File: src/rtl/dcache_pkg.sv
// rtl/dcache_pkg.sv - shared state type, width helpers and counter widths for param_dcache
package dcache_pkg;

    typedef enum logic [1:0] {
        IDLE,
        WRITEBACK,
        FETCH
    } state_t;

    localparam int HIT_CNT_W  = 32;
    localparam int MISS_CNT_W = 32;
    localparam int WB_CNT_W   = 16;

    function automatic int clog2(input int value);
        int width;
        width = 0;
        for (int i = 0; i < 31; i++) begin
            if ((1 << i) < value) width = i + 1;
        end
        return width;
    endfunction

    function automatic int tag_width(input int addr_w, input int lines, input int words);
        return addr_w - clog2(lines) - clog2(words);
    endfunction

endpackage

File: src/rtl/dcache_line_store.sv
// rtl/dcache_line_store.sv - valid/dirty/tag/block arrays with one read port and one write port
module dcache_line_store
    import dcache_pkg::*;
#(
    parameter int WORD_W = 8,
    parameter int LINES  = 8,
    parameter int WORDS  = 4,
    parameter int TAG_W  = 3,
    parameter int IDX_W  = clog2(LINES),
    parameter int OFF_W  = clog2(WORDS),
    parameter int BLK_W  = WORD_W * WORDS
) (
    input  logic              clk,
    input  logic              rst,
    input  logic [IDX_W-1:0]  rd_index,
    output logic              rd_valid,
    output logic              rd_dirty,
    output logic [TAG_W-1:0]  rd_tag,
    output logic [BLK_W-1:0]  rd_block,
    input  logic [IDX_W-1:0]  wr_index,
    input  logic              word_en,
    input  logic [OFF_W-1:0]  wr_offset,
    input  logic [WORD_W-1:0] wr_word,
    input  logic              fill_en,
    input  logic [TAG_W-1:0]  fill_tag,
    input  logic [BLK_W-1:0]  fill_block,
    input  logic              clean_en
);

    logic [LINES-1:0] valid;
    logic [LINES-1:0] dirty;
    logic [TAG_W-1:0] tags   [LINES];
    logic [BLK_W-1:0] blocks [LINES];

    assign rd_valid = valid[rd_index];
    assign rd_dirty = dirty[rd_index];
    assign rd_tag   = tags[rd_index];
    assign rd_block = blocks[rd_index];

    always_ff @(posedge clk) begin
        if (rst) begin
            valid <= '0;
            dirty <= '0;
        end else if (fill_en) begin
            valid[wr_index] <= 1'b1;
            dirty[wr_index] <= 1'b0;
        end else if (word_en) begin
            dirty[wr_index] <= 1'b1;
        end else if (clean_en) begin
            dirty[wr_index] <= 1'b0;
        end
    end

    // Tag and data survive reset; only the valid bits make them unreachable.
    always_ff @(posedge clk) begin
        if (fill_en) begin
            tags[wr_index]   <= fill_tag;
            blocks[wr_index] <= fill_block;
        end else if (word_en) begin
            blocks[wr_index][int'(wr_offset)*WORD_W +: WORD_W] <= wr_word;
        end
    end

endmodule

File: src/rtl/param_dcache.sv
// rtl/param_dcache.sv - direct-mapped write-back cache controller; DCACHE_PERF_EN adds perf counters
module param_dcache
    import dcache_pkg::*;
#(
    parameter int WORD_W = 8,
    parameter int ADDR_W = 8,
    parameter int LINES  = 8,
    parameter int WORDS  = 4
) (
    input  logic                           CLK,
    input  logic                           RESET,
    input  logic                           READ,
    input  logic                           WRITE,
    input  logic [ADDR_W-1:0]              ADDRESS,
    input  logic [WORD_W-1:0]              WRITEDATA,
    output logic [WORD_W-1:0]              READDATA,
    output logic                           BUSYWAIT,
    output logic                           mem_read,
    output logic                           mem_write,
    output logic [ADDR_W-clog2(WORDS)-1:0] mem_address,
    output logic [WORD_W*WORDS-1:0]        mem_writedata,
    input  logic [WORD_W*WORDS-1:0]        mem_readdata,
    input  logic                           mem_busywait
`ifdef DCACHE_PERF_EN
    ,
    output logic [HIT_CNT_W-1:0]           hit_count,
    output logic [MISS_CNT_W-1:0]          miss_count,
    output logic [WB_CNT_W-1:0]            wb_count
`endif
);

    localparam int OFF_W = clog2(WORDS);
    localparam int IDX_W = clog2(LINES);
    localparam int TAG_W = tag_width(ADDR_W, LINES, WORDS);
    localparam int BLK_W = WORD_W * WORDS;

    logic [TAG_W-1:0] tag;
    logic [IDX_W-1:0] index;
    logic [OFF_W-1:0] offset;

    assign tag    = ADDRESS[ADDR_W-1 -: TAG_W];
    assign index  = ADDRESS[OFF_W +: IDX_W];
    assign offset = ADDRESS[OFF_W-1:0];

    state_t state, next_state;

    logic             line_valid;
    logic             line_dirty;
    logic [TAG_W-1:0] line_tag;
    logic [BLK_W-1:0] line_block;
    logic             word_en;
    logic             fill_en;
    logic             clean_en;
    logic             access;
    logic             hit;

    assign access        = READ | WRITE;
    assign hit           = line_valid && (line_tag == tag);
    assign mem_writedata = line_block;

    dcache_line_store #(
        .WORD_W (WORD_W),
        .LINES  (LINES),
        .WORDS  (WORDS),
        .TAG_W  (TAG_W)
    ) u_store (
        .clk        (CLK),
        .rst        (RESET),
        .rd_index   (index),
        .rd_valid   (line_valid),
        .rd_dirty   (line_dirty),
        .rd_tag     (line_tag),
        .rd_block   (line_block),
        .wr_index   (index),
        .word_en    (word_en),
        .wr_offset  (offset),
        .wr_word    (WRITEDATA),
        .fill_en    (fill_en),
        .fill_tag   (tag),
        .fill_block (mem_readdata),
        .clean_en   (clean_en)
    );

    always_ff @(posedge CLK) begin
        if (RESET) state <= IDLE;
        else       state <= next_state;
    end

    // Every output is forced quiet while RESET is high so an aborted transfer drops at once.
    always_comb begin
        next_state  = state;
        BUSYWAIT    = 1'b0;
        READDATA    = '0;
        mem_read    = 1'b0;
        mem_write   = 1'b0;
        mem_address = {tag, index};
        word_en     = 1'b0;
        fill_en     = 1'b0;
        clean_en    = 1'b0;
        if (!RESET) begin
            case (state)
                IDLE: begin
                    if (access) begin
                        if (hit) begin
                            word_en = WRITE;
                            if (READ) READDATA = line_block[int'(offset)*WORD_W +: WORD_W];
                        end else begin
                            BUSYWAIT   = 1'b1;
                            next_state = (line_valid && line_dirty) ? WRITEBACK : FETCH;
                        end
                    end
                end
                WRITEBACK: begin
                    BUSYWAIT    = 1'b1;
                    mem_write   = 1'b1;
                    mem_address = {line_tag, index};
                    if (!mem_busywait) begin
                        clean_en   = 1'b1;
                        next_state = FETCH;
                    end
                end
                FETCH: begin
                    BUSYWAIT = 1'b1;
                    mem_read = 1'b1;
                    if (!mem_busywait) begin
                        fill_en    = 1'b1;
                        next_state = IDLE;
                    end
                end
                default: next_state = IDLE;
            endcase
        end
    end

`ifdef DCACHE_PERF_EN
    logic missed;
    logic done;

    assign done = !RESET && (state == IDLE) && access && hit;

    // missed remembers that the access now completing had to go to memory first.
    always_ff @(posedge CLK) begin
        if (RESET) begin
            missed     <= 1'b0;
            hit_count  <= '0;
            miss_count <= '0;
            wb_count   <= '0;
        end else begin
            if (state == IDLE && next_state != IDLE) begin
                missed <= 1'b1;
                if (miss_count != '1) miss_count <= miss_count + 1'b1;
            end
            if (done) begin
                missed <= 1'b0;
                if (!missed && hit_count != '1) hit_count <= hit_count + 1'b1;
            end
            if (state == WRITEBACK && next_state == FETCH && wb_count != '1)
                wb_count <= wb_count + 1'b1;
        end
    end
`endif

endmodule

File: config.mk
export PLATFORM = sky130hd
export DESIGN_NAME = param_dcache
export DESIGN_NICKNAME = d
export VERILOG_FILES = /design/src/rtl/dcache_pkg.sv /design/src/rtl/dcache_line_store.sv /design/src/rtl/param_dcache.sv
export SDC_FILE = /design/constraint.sdc
export NUM_CORES = 1
export LEC_CHECK = 0
export CAP_MARGIN = 30
export CORE_MARGIN = 5
export CORE_UTILIZATION = 55
export DETAILED_ROUTE_END_ITERATION = 12
export GPL_TIMING_DRIVEN = 0
export PLACE_DENSITY = 0.76
export SLEW_MARGIN = 20
export SYNTH_ARGS = -nofsm -noshare
export SYNTH_HDL_FRONTEND = slang
export SYNTH_HIERARCHICAL = 1
export SYNTH_SLANG_ARGS = --single-unit
File: constraint.sdc
create_clock -name CLK -period 5 [get_ports CLK]
set_clock_uncertainty 0.1 [all_clocks]
set_input_delay 1 -clock CLK [delete_from_list [all_inputs] [get_ports CLK]]
set_output_delay 1 -clock CLK [all_outputs]
set_load 0.005 [all_outputs]
==> results.ini <==
[final_layout]
final_layout_size_suffix_gt1_frac=0.262
stdcell_count=1061
syn_to_final_growth_pct=18.7
n_antenna_cell=0
final_util=0.659
final_nets=816

[synth]
synth-edff-count=280
yosysSeqAreaShare=0.702
synth.distinct_cells=40
syn-cell-area_um2=12500
async_reset_ff_frac=0
ys_warn_count=6
ys_seq_elements=298
synth_area_leaders=edfxtp_1, mux4_2, mux2_2
avgSynthCellArea_um2=20.0
synth_nets=685
synthCells=623
yosys.area.top_type_share=0.674
yosysMostFrequentCell=edfxtp_1
synthFlopType=edfxtp_1
synth_commonest_cells=edfxtp_1, mux4_2, nor2_1
synth_largest_area_cell=edfxtp_1

[critical_path]
cp_data_arrival_time_ns=3.76
critical_path_buf_inv_count=4
cp_max_fo=11
r2r-end=u_store/blocks[2][8]
path_class=primary input to primary output
ff2ff_path_depth=9
crit_required_ns=3.90
start_kind=primary input
critPathMaxStageDelay_ns=0.53
cp_slowest_cell=mux4_2
worstSetupEndpointType=primary output
r2r_slack_ns=1.09
worstPathCellList=clkbuf_4, buf_12, buf_8, mux4_2, mux2_2, xnor2_2, and4_4, nand3_4, nor2b_2, clkdlybuf4s50_1
path_delay_family=buffers and inverters
r2r_start=u_store/tags[7][2]

[timing]
timing.final.ws_setup_ns=0.142
tightestPinTransition_ns=0.971
fin_crit_ns=4.86
hold_viol_final=0
setup_viol=0
rsz0062_at_grt=yes
fin_crit_sh=0.972
final.setup.tns_ns=0
relSlewSlack=0.350
timing.fmax_ghz=0.206
slew_viol_final=0
hold_slack_ns=0.370

[routing]
wl_um=30000
drcViolationCount=0
wl_per_cell_um=28.2
ant_nets=0
vias=6815
viasPerCell=6.42
first_iter_violations=719
first_pass_iters=7

[clock_network]
clock_sinks=298
postCtsResizedCells=31
cts_inserted_buffers=28
holdBufCountCts=0
cts_tree=done
insertion_delay_ns=0.54
cts-root-buf=clkbuf_16
ctsLongestPathBuffers=3
cts_setup_buffers=0
clkTransAtPathRegs_ns=0.06
htreeDepth=1

[floorplan]
core.rowCount=55
ios=102
core_area_um2=22500
start_util=0.555
die-area_um2=25800
die_x_um=161
die_h_um=161

[run_status]
status=finished, final reports clean

[hold_path]
min_path_type=register to register
min_path_cells=1
hold_end=u_store/valid[0]
min_from=u_store/valid[0]

[pwr]
max-vdd-ir-drop_v=0.000264
power.density_nw_per_um2=353
leakagePower_nw=4.79

[global_routing]
first_global_vias=6998
grt.overflow.total=0
grt.total_usage=0.232
grt_first_pass_wirelength_um=44400
grt_max_degree=15
antenna_found_initial=2

[job]
max_cap_viol_count=0

[placement]
dpl.hpwl_um=20700
dpl_worst_slack_ns=-1.07
portBuffers=101
gp_congestion=0.852
dp_cells=1009

## cell families (layout without fill, tap and decap cells)
logic type               after synthesis  count (layout)  share of synthesized area
flip-flops                           298             298                      0.702
XOR/XNOR                               3               3                    0.00211
AND/OR/NAND/NOR                       82              82                     0.0406
buffers and inverters                 40             193                     0.0184
adder cells (fa/ha/maj)                9               9                    0.00902
multiplexers                         122             122                      0.184
AO/OA/AOI/OAI                         69              69                     0.0433
## worst max path at each step
stage / from / end / slack [ns] / depth (start not counted)
after global routing: ADDRESS[3] / READDATA[7] / -0.003 / 10
after CTS: ADDRESS[4] / READDATA[7] / 0.01 / 10
after floorplan: ADDRESS[3] / u_store/blocks[0][10] / 0.95 / 11
after detailed placement: ADDRESS[2] / u_store/blocks[0][8] / -1.07 / 11
final: ADDRESS[3] / READDATA[7] / 0.14 / 10
after global placement: ADDRESS[2] / READDATA[7] / -0.96 / 9
## through the flow
stage	cell area, µm²	total power (W)
4_1_cts	14800	0.00526
6_report	14800	0.00524
2_1_floorplan	12500	0.00302
5_1_grt	14800	0.00539
3_3_place_gp	13800	0.00320
3_5_place_dp	13800	0.00321
## metal layers
layer / vias to the layer above / track usage / part of all wire
met5: - / 0 / 0.00043
met4: 2 / 0.0853 / 0.040
met3: 80 / 0.0552 / 0.095
met2: 373 / 0.373 / 0.49
met1: 3509 / 0.316 / 0.38
li1: 2851 / - / -
## layout make-up
cell class	count	area [µm²]
multi-input combinational	285	3520
tap	285	357
clock buffer	35	748
timing repair buffer	101	1000
clock inverter	17	150
buffer	32	245
sequential	298	8770
inverter	8	30.0
fill	1438	7680
## report_power, final
part,internal [W],leakage [nW],switching [W]
registers,0.00274,2.66,0.00000431
clock network,0.00121,0.434,0.000857
logic,0.000210,1.69,0.000216
## flip-flops by register name, indices dropped and copies added, names as in the netlist, named ones only
register / flops
u_store/valid: 8
u_store/tags: 24
state: 2
u_store/blocks: 256
## worst reg2reg max path, cell delays in order, from the launching register on
cell      delay (ns)
edfxtp_1        0.37
mux4_2          0.50
mux2_2          0.32
xnor2_2         0.19
and4_4          0.27
and3_1          0.14
buf_2           0.26
nand3b_1        0.49
nor4_4          0.68
a22o_1          0.39
## cells in the final DEF (no fill, tap or decap), types with 2 or more instances in the layout
| cell | Yosys | routed |
|---|---|---|
| nand3b_4 | 2 | 2 |
| nand3b_1 | 5 | 5 |
| nor4_4 | 2 | 2 |
| bufinv_16 | 0 | 3 |
| buf_4 | 4 | 6 |
| a21oi_1 | 6 | 6 |
| nor4b_4 | 2 | 2 |
| nor2b_2 | 1 | 3 |
| nand3_1 | 2 | 2 |
| xnor2_2 | 0 | 3 |
| buf_2 | 10 | 11 |
| nor2_1 | 46 | 46 |
| mux2_2 | 37 | 37 |
| clkinv_1 | 2 | 12 |
| inv_1 | 6 | 6 |
| buf_6 | 7 | 5 |
| ha_1 | 9 | 9 |
| a22o_1 | 32 | 32 |
| clkinv_2 | 0 | 3 |
| or3b_2 | 3 | 3 |
| o21ai_0 | 9 | 9 |
| edfxtp_1 | 280 | 280 |
| o21a_1 | 8 | 8 |
| clkdlybuf4s50_1 | 0 | 98 |
| mux4_2 | 82 | 82 |
| nor2b_1 | 13 | 11 |
| clkbuf_16 | 0 | 29 |
| o211ai_1 | 8 | 8 |
| clkbuf_1 | 8 | 11 |
| buf_8 | 0 | 2 |
| mux2_1 | 3 | 3 |
| clkbuf_4 | 0 | 2 |
| dfxtp_1 | 18 | 18 |
Power figures use the tool's default switching activity.
